===== src/rtl/anc_fir_sequencer.sv =====
// Core-side initiator for the adaptive FIR engine: latches reference/error samples,
// forms the LMS weight-adjust term, strobes the FIR and saturates its reply for the speaker.
module anc_fir_sequencer #(
  parameter logic signed [15:0] MU      = 16'sd3277,
  parameter int                 FRAC    = 15,
  parameter int                 NEG_ERR = 1,
  parameter int                 OUT_W   = 16,
  parameter int                 TIMEOUT = 255
) (
  input  logic                    clk,
  input  logic                    rst_n,
  input  logic signed [31:0]      ref_sample,
  input  logic                    ref_valid,
  input  logic signed [31:0]      err_sample,
  input  logic                    err_valid,
  input  logic                    adapt_en,
  input  logic                    clr_flags,
  output logic signed [31:0]      fir_feedforward,
  output logic signed [31:0]      fir_weight_adjust,
  output logic                    fir_go,
  input  logic signed [31:0]      fir_out_sample,
  input  logic                    fir_out_valid,
  input  logic                    fir_done,
  output logic signed [OUT_W-1:0] spk_sample,
  output logic                    spk_valid,
  output logic                    busy,
  output logic                    overrun,
  output logic [7:0]              overrun_cnt,
  output logic                    fir_timeout
);

  localparam int CNT_W = $clog2(TIMEOUT + 1);

  typedef enum logic [1:0] {IDLE, CALC, GO, WAIT} state_t;

  state_t                  state_q, state_d;
  logic signed [31:0]      err_q, err_d;
  logic signed [31:0]      ff_q, ff_d;
  logic signed [31:0]      wadj_q, wadj_d;
  logic signed [OUT_W-1:0] spk_q, spk_d;
  logic                    spk_vld_q, spk_vld_d;
  logic                    ovr_q, ovr_d;
  logic [7:0]              ovr_cnt_q, ovr_cnt_d;
  logic                    tmo_q, tmo_d;
  logic [CNT_W-1:0]        cnt_q, cnt_d;

  logic signed [47:0]      prod;
  logic signed [48:0]      adj;

  function automatic logic signed [31:0] sat32(input logic signed [48:0] v);
    logic signed [48:0] hi, lo;
    hi = 49'sd2147483647;
    lo = -49'sd2147483648;
    if (v > hi)      sat32 = 32'sh7FFF_FFFF;
    else if (v < lo) sat32 = 32'sh8000_0000;
    else             sat32 = v[31:0];
  endfunction

  function automatic logic signed [OUT_W-1:0] sat_out(input logic signed [31:0] v);
    logic signed [31:0] hi, lo;
    hi = (32'sd1 <<< (OUT_W - 1)) - 32'sd1;
    lo = -(32'sd1 <<< (OUT_W - 1));
    if (v > hi)      sat_out = hi[OUT_W-1:0];
    else if (v < lo) sat_out = lo[OUT_W-1:0];
    else             sat_out = v[OUT_W-1:0];
  endfunction

  // Negation happens after the shift, so -(floor(x)) rather than floor(-x).
  always_comb begin
    prod = 48'(MU) * 48'(err_q);
    adj  = 49'(prod >>> FRAC);
    if (NEG_ERR != 0) adj = -adj;
  end

  always_comb begin
    state_d   = state_q;
    err_d     = err_valid ? err_sample : err_q;
    ff_d      = ff_q;
    wadj_d    = wadj_q;
    spk_d     = spk_q;
    spk_vld_d = 1'b0;
    ovr_d     = ovr_q;
    ovr_cnt_d = ovr_cnt_q;
    tmo_d     = tmo_q;
    cnt_d     = cnt_q;
    fir_go    = 1'b0;

    if (clr_flags) begin
      ovr_d     = 1'b0;
      ovr_cnt_d = 8'd0;
      tmo_d     = 1'b0;
    end

    unique case (state_q)
      IDLE: begin
        if (ref_valid) begin
          ff_d    = ref_sample;
          state_d = CALC;
        end
      end
      CALC: begin
        wadj_d  = adapt_en ? sat32(adj) : 32'sd0;
        state_d = GO;
      end
      GO: begin
        fir_go  = 1'b1;
        cnt_d   = '0;
        state_d = WAIT;
      end
      WAIT: begin
        cnt_d = cnt_q + CNT_W'(1);
        if (fir_done || fir_out_valid) begin
          spk_d     = sat_out(fir_out_sample);
          spk_vld_d = 1'b1;
          state_d   = IDLE;
        end else if (cnt_q == CNT_W'(TIMEOUT)) begin
          tmo_d   = 1'b1;
          state_d = IDLE;
        end
      end
      default: state_d = IDLE;
    endcase

    // A dropped sample overrides a simultaneous clear.
    if (ref_valid && (state_q != IDLE)) begin
      ovr_d = 1'b1;
      if (clr_flags)               ovr_cnt_d = 8'd1;
      else if (ovr_cnt_q != 8'hFF) ovr_cnt_d = ovr_cnt_q + 8'd1;
    end
  end

  always_ff @(posedge clk or negedge rst_n) begin
    if (!rst_n) begin
      state_q   <= IDLE;
      err_q     <= '0;
      ff_q      <= '0;
      wadj_q    <= '0;
      spk_q     <= '0;
      spk_vld_q <= 1'b0;
      ovr_q     <= 1'b0;
      ovr_cnt_q <= '0;
      tmo_q     <= 1'b0;
      cnt_q     <= '0;
    end else begin
      state_q   <= state_d;
      err_q     <= err_d;
      ff_q      <= ff_d;
      wadj_q    <= wadj_d;
      spk_q     <= spk_d;
      spk_vld_q <= spk_vld_d;
      ovr_q     <= ovr_d;
      ovr_cnt_q <= ovr_cnt_d;
      tmo_q     <= tmo_d;
      cnt_q     <= cnt_d;
    end
  end

  assign fir_feedforward   = ff_q;
  assign fir_weight_adjust = wadj_q;
  assign spk_sample        = spk_q;
  assign spk_valid         = spk_vld_q;
  assign busy              = (state_q != IDLE);
  assign overrun           = ovr_q;
  assign overrun_cnt       = ovr_cnt_q;
  assign fir_timeout       = tmo_q;

endmodule


===== config.mk =====
export PLATFORM = sky130hd
export DESIGN_NAME = anc_fir_sequencer
export DESIGN_NICKNAME = d
export VERILOG_FILES = /design/src/rtl/anc_fir_sequencer.sv
export SDC_FILE = /design/constraint.sdc
export NUM_CORES = 1
export LEC_CHECK = 0
export CORE_ASPECT_RATIO = 2
export CORE_UTILIZATION = 55
export CTS_CLUSTER_DIAMETER = 120
export CTS_CLUSTER_SIZE = 14
export DETAILED_ROUTE_END_ITERATION = 8
export GPL_TIMING_DRIVEN = 0
export PLACE_DENSITY = 0.8
export SLEW_MARGIN = 30
export SYNTH_ARGS = -nofsm -noshare
export SYNTH_HDL_FRONTEND = slang
export SYNTH_SLANG_ARGS = --single-unit

===== constraint.sdc =====
create_clock -name clk -period 14.1 [get_ports clk]
set_clock_uncertainty 0.15 [all_clocks]
set_input_delay 4.23 -clock clk [delete_from_list [all_inputs] [get_ports clk]]
set_output_delay 4.23 -clock clk [all_outputs]
set_load 0.05 [all_outputs]

==> out/qor.csv, run 1 <==
stage,metric,value,unit
floorplanning,Starting Density,55.9,%
detailed_routing,number of vias per cell,5.50,
worst_setup_path,maximum fanout along the worst path,10,
floorplanning,die area,26000,um^2
min_path,Hold Startpoint,spk_sample[2],
synthesis,share of synthesized area occupied by flip-flops and latches,23.9,%
sta,Final Critical Period,7.62,ns
synthesis,"Avg Cell Area, Syn",9.51,um^2
grt,vias in the first global route,11600,
final_layout,non-filler cells in the finished layout,2029,
clock_tree,hold_buf cts,0,
clock_tree,CTS Root Cell,clkbuf_16,
sta,fmax,131,MHz
clock_tree,CTS tree,done,
clock_tree,Clock transition at path regs,0.06,ns
place,dpl cells,1997,
place,IO buf count,195,
clock_tree,post-CTS setup buffer count,0,
grt,M1 GR Usage,26.3,%
grt,GR peak layer,met2,
detailed_routing,Remaining DRCs,0,
detailed_routing,final wirelength,35100,um
grt,initial antenna violation count,0,
detailed_routing,"antenna viol nets, final",0,
floorplanning,die width,115,um
floorplanning,Core ar.,24900,um^2
sta,Rel. slew slack,46.7,%
clock_tree,Resized cells post-CTS,0,
grt,largest net degree at the start of global routing,85,
floorplanning,Die Span Y,227,um
worst_setup_path,kind of critical path,reg2reg,
clock_tree,CTS Sinks,133,
sta,Worst Tran Pin Value,0.797,ns
worst_setup_path,critical path required time,14.31,ns
final_layout,Nets,2056,
synthesis,Synth Register Bits,133,
detailed_routing,DR iter-0 viols,508,
sta,Setup WS post-layout,6.48,ns
place,dpl ws,6.56,ns
worst_setup_path,worst setup path start,err_q[31],
synthesis,Mapped Area,13900,um^2
clock_tree,CTS Buf Count,17,
final_layout,share of cells above drive strength 1,8.45,%
floorplanning,Rows,82,
worst_setup_path,FF-to-FF setup slack,6.48,ns
worst_setup_path,crit end category,flip-flop,
grt,Overflow after GRT,0,
clock_tree,"Clk Latency, worst-skew pair",0.45,ns
min_path,Hold/Removal Path Class,reg2reg,
clock_tree,clock buffer depth,2,
detailed_routing,via count,11200,
synthesis,Syn. warnings,0,
sta,Final Hold Viols,0,
place,final RePlAce weighted congestion,0.945,
synthesis,Post-Synthesis Cells,1465,
detailed_routing,First-pass DRT Iterations,5,
sta,Setup-failing EPs final,0,
grt,GR Layer Usage met3,4.37,%
worst_setup_path,reg2reg start,err_q[31],
grt,first-pass GRT wire length,55800,um
sta,setup tns final,0,ns
worst_setup_path,crit path DAT,7.82,ns
sta,final-report max-slew violation count,0,
synthesis,Post-synth EDFFs,0,
synthesis,syn nets,1841,
synthesis,asr flop ratio synth,100,%
final_layout,antenna diode count,0,
detailed_routing,DR WL/cell,17.3,um
place,DP Wirelength,29500,um
synthesis,"Top FF cell, synth",dfrtp_1,
final_layout,"commonest non-fill, non-tap cell in the layout",inv_1,
floorplanning,IO Pins,197,
final_layout,Syn-to-layout area delta,21.4,%
job,Max-Cap Viols,0,
worst_setup_path,Critical Path Source Type,flip-flop,
grt,met2 GRT Util,55.7,%
final_layout,most frequent cells in the layout,"inv_1 (306), clkdlybuf4s50_1 (194), fa_1 (138), ha_1 (134), dfrtp_1 (133)",
clock_tree,CTS H-tree depth,4,
sta,RSZ-0062 raised after global routing,no,
status,status,finished clean,
sta,Final Cycle Share,54.0,%
grt,GRT Total Usage,28.2,%
synthesis,Synth cell types,98,
cell families after synthesis:
logic type	after synthesis	share of synthesized area [%]
muxes	52	4.13
buffers and inverters	348	9.65
AOI/OAI and AO/OA	268	14.0
and+or+nand+nor	327	12.4
xor gates and xnor gates	65	4.09
adders and majority gates	272	31.9
DFF	133	23.9
area by class of cell:
cell class,instances,area (um^2)
Inverter,306,1150
Timing Repair Buffer,196,1980
Clock inverter,13,120
Tap cell,336,420
Clock buffer,19,453
Fill cell,1980,8020
Buffer,42,195
Sequential cell,133,3330
Multi-Input combinational cell,984,9260
cell usage after synthesis, types with 26 or more instances:
cell type  number  share of area, %
inv_1         306               8.2
fa_1          138                20
ha_1          134                12
dfrtp_1       133                24
nand2_1       108               2.9
o21ai_0        72               2.6
nor2_1         66               1.8
a21oi_1        46               1.7
mux2_2         44               3.6
xnor2_1        33               2.1
xor2_1         32               2.0
nand3_1        29               1.0
nand4_1        29               1.3
clkbuf_1       26              0.70
final timing paths:
kind / to / cells after the start
max: fir_weight_adjust[8] / 24
min: spk_sample[2] / 2
max reg2reg: fir_weight_adjust[8] / 24
min reg2reg: spk_sample[2] / 2
max in group asynchronous: spk_sample[6] / 2
min in group asynchronous: fir_feedforward[24] / 1
metrics by stage:
stage	hold WS, ns	utilization [%]	instance area (um^2)
detailed placement	0.322	65.5	16300
finish	0.330	67.8	16900
global placement	0.312	65.4	16300
floorplan	0.329	-	13900
global route	0.344	67.8	16900
CTS	0.336	67.8	16900
worst max-delay path: stages, from the launching register on:
cell	delay, ns
dfrtp_1	0.57
clkbuf_1	0.31
clkbuf_1	0.41
inv_1	0.23
fa_1	0.57
inv_1	0.04
ha_1	0.35
fa_1	0.56
inv_1	0.05
fa_1	0.54
inv_1	0.04
ha_1	0.28
clkbuf_1	0.22
and4_1	0.29
and3_1	0.18
a22oi_1	0.13
o211ai_1	0.17
or3_1	0.41
a22oi_2	0.21
o211ai_1	0.23
nor4_1	0.28
nor3b_2	0.42
nand4_1	0.41
buf_2	0.36
o221ai_1	0.11
sequential cells by signal (all words and copies together) (netlist names):
name               cells
cnt_q                  8
err_q                 32
fir_feedforward       32
fir_timeout            1
fir_weight_adjust     32
overrun                1
overrun_cnt            8
spk_sample            16
spk_valid              1
state_q                2
routing by layer:
metal,up-vias,routed length (um),part of all wire [%]
li1,5306,-,-
met1,5432,11700,34
met2,318,20000,57
met3,105,1380,3.9
met4,0,1920,5.5
met5,-,0,0
Power of run 1 is left out: the tool's default activity adds up to more than one toggle a clock period on the data nets, which glitch-free logic cannot reach.
==> run 2: changes to the inputs <==
==> constraint.sdc (replaced) <==
create_clock -name clk -period 7.3 [get_ports clk]
set_clock_uncertainty 0.15 [all_clocks]
set_input_delay 2.19 -clock clk [delete_from_list [all_inputs] [get_ports clk]]
set_output_delay 2.19 -clock clk [all_outputs]
set_load 0.05 [all_outputs]
==> out/qor.csv, run 2 (synthesis results as in run 1) <==
stage,metric,value,unit
detailed_routing,number of vias per cell,5.50,
sta,Setup-failing EPs final,0,
worst_setup_path,maximum fanout along the worst path,7,
status,status,finished clean,
grt,initial antenna violation count,0,
floorplanning,Die Span Y,227,um
detailed_routing,via count,11200,
min_path,Hold/Removal Path Class,reg2reg,
worst_setup_path,crit end category,flip-flop,
floorplanning,Core ar.,24900,um^2
grt,vias in the first global route,11600,
sta,fmax,144,MHz
final_layout,Post-Layout Inst Area,17000,um^2
sta,setup tns final,0,ns
sta,Rel. slew slack,50.4,%
detailed_routing,Remaining DRCs,0,
clock_tree,clock buffer depth,2,
grt,Overflow after GRT,0,
detailed_routing,DR iter-0 viols,507,
final_layout,Syn-to-layout area delta,21.7,%
final_layout,Final Core Density,68.0,%
floorplanning,die area,26000,um^2
place,Area after DPL,16300,um^2
final_layout,"commonest non-fill, non-tap cell in the layout",inv_1,
sta,final-report max-slew violation count,0,
sta,Final Hold Viols,0,
place,IO buf count,195,
place,final RePlAce weighted congestion,0.945,
grt,first-pass GRT wire length,55800,um
sta,Final Critical Period,6.93,ns
detailed_routing,"antenna viol nets, final",0,
worst_setup_path,crit path DAT,7.08,ns
clock_tree,Clock transition at path regs,0.06,ns
floorplanning,Starting Density,55.9,%
worst_setup_path,Critical Path Source Type,flip-flop,
detailed_routing,First-pass DRT Iterations,7,
grt,largest net degree at the start of global routing,85,
sta,Setup WS post-layout,0.372,ns
final_layout,Nets,2059,
floorplanning,die width,115,um
sta,Worst Tran Pin Value,0.744,ns
worst_setup_path,critical path required time,7.45,ns
clock_tree,CTS Sinks,133,
floorplanning,IO Pins,197,
clock_tree,CTS tree,done,
clock_tree,"Clk Latency, worst-skew pair",0.46,ns
final_layout,most frequent cells in the layout,"inv_1 (306), clkdlybuf4s50_1 (194), fa_1 (138), ha_1 (134), dfrtp_1 (132)",
grt,GRT Total Usage,28.2,%
final_layout,FILL cells,1974,
floorplanning,Rows,82,
clock_tree,CTS Root Cell,clkbuf_16,
sta,RSZ-0062 raised after global routing,no,
clock_tree,CTS H-tree depth,4,
sta,Final Cycle Share,94.9,%
place,DP Wirelength,29500,um
final_layout,share of cells above drive strength 1,8.96,%
job,Max-Cap Viols,0,
detailed_routing,final wirelength,35100,um
worst_setup_path,kind of critical path,reg2reg,
clock_tree,CTS Buf Count,17,
final_layout,antenna diode count,0,
detailed_routing,DR WL/cell,17.3,um
place,dpl ws,-0.245,ns
-- run 2: per-stage QoR --
| step | hold WS, ns | instances |
|---|---|---|
| after CTS | 0.336 | 2030 |
| after detailed placement | 0.322 | 1997 |
| after global placement | 0.312 | 1996 |
| after floorplan | 0.329 | 1465 |
| after global routing | 0.344 | 2032 |
| final | 0.331 | 2032 |
-- run 2: path summary, 6_finish.rpt --
path	startpoint	to	slack (ns)	cells after the start
worst max-delay path	err_q[4]	fir_weight_adjust[8]	0.37	22
worst min-delay path	spk_sample[2]	spk_sample[2]	0.33	2
worst max register to register	err_q[4]	fir_weight_adjust[8]	0.37	22
worst min register to register	spk_sample[2]	spk_sample[2]	0.33	2
max in group asynchronous	rst_n	spk_sample[6]	4.75	2
min in group asynchronous	rst_n	fir_feedforward[24]	1.48	1
-- run 2: cell type report --
class / count / area [um^2] / area share, %
clock buffer: 19 / 453 / 2.67
inverter: 306 / 1150 / 6.77
timing repair buffer: 200 / 2010 / 11.9
sequential: 133 / 3330 / 19.6
clock inverter: 13 / 120 / 0.708
multi-input combinational: 984 / 9280 / 54.7
tap: 336 / 420 / 2.48
buffer: 41 / 193 / 1.14
-- run 2: routing by layer --
layer  global-route usage [%]  share of wire (%)  vias to the layer above
met3                     4.50                3.9                      118
li1                         -                  -                     5301
met1                     26.2                 33                     5455
met2                     55.6                 57                      309
met5                        0                  0                        -
met4                     17.6                5.8                        0
-- run 2: what timing repair did --
action,CTS,global route
gates resized for setup,2,4
buffers inserted,1,3
endpoints found under the setup margin,14,17
hold endpoints to repair,0,0
pin swaps,1,2
hold buffers,0,0
-- run 2: critical path, stage by stage, from the launching register on --
cell       delay, ns
dfrtp_1         0.49
ha_1            0.39
xor2_1          0.20
ha_1            0.29
fa_1            0.51
fa_1            0.56
inv_1           0.06
fa_1            0.52
inv_1           0.04
ha_1            0.42
and2_4          0.19
nand4_1         0.15
o22ai_1         0.36
nor3_1          0.15
o41ai_1         0.51
xor2_1          0.25
a2111oi_4       0.36
nor3b_4         0.22
buf_4           0.18
nand4b_4        0.17
o31ai_4         0.27
buf_4           0.20
o221ai_1        0.12
Power of run 2 is left out for the same reason.
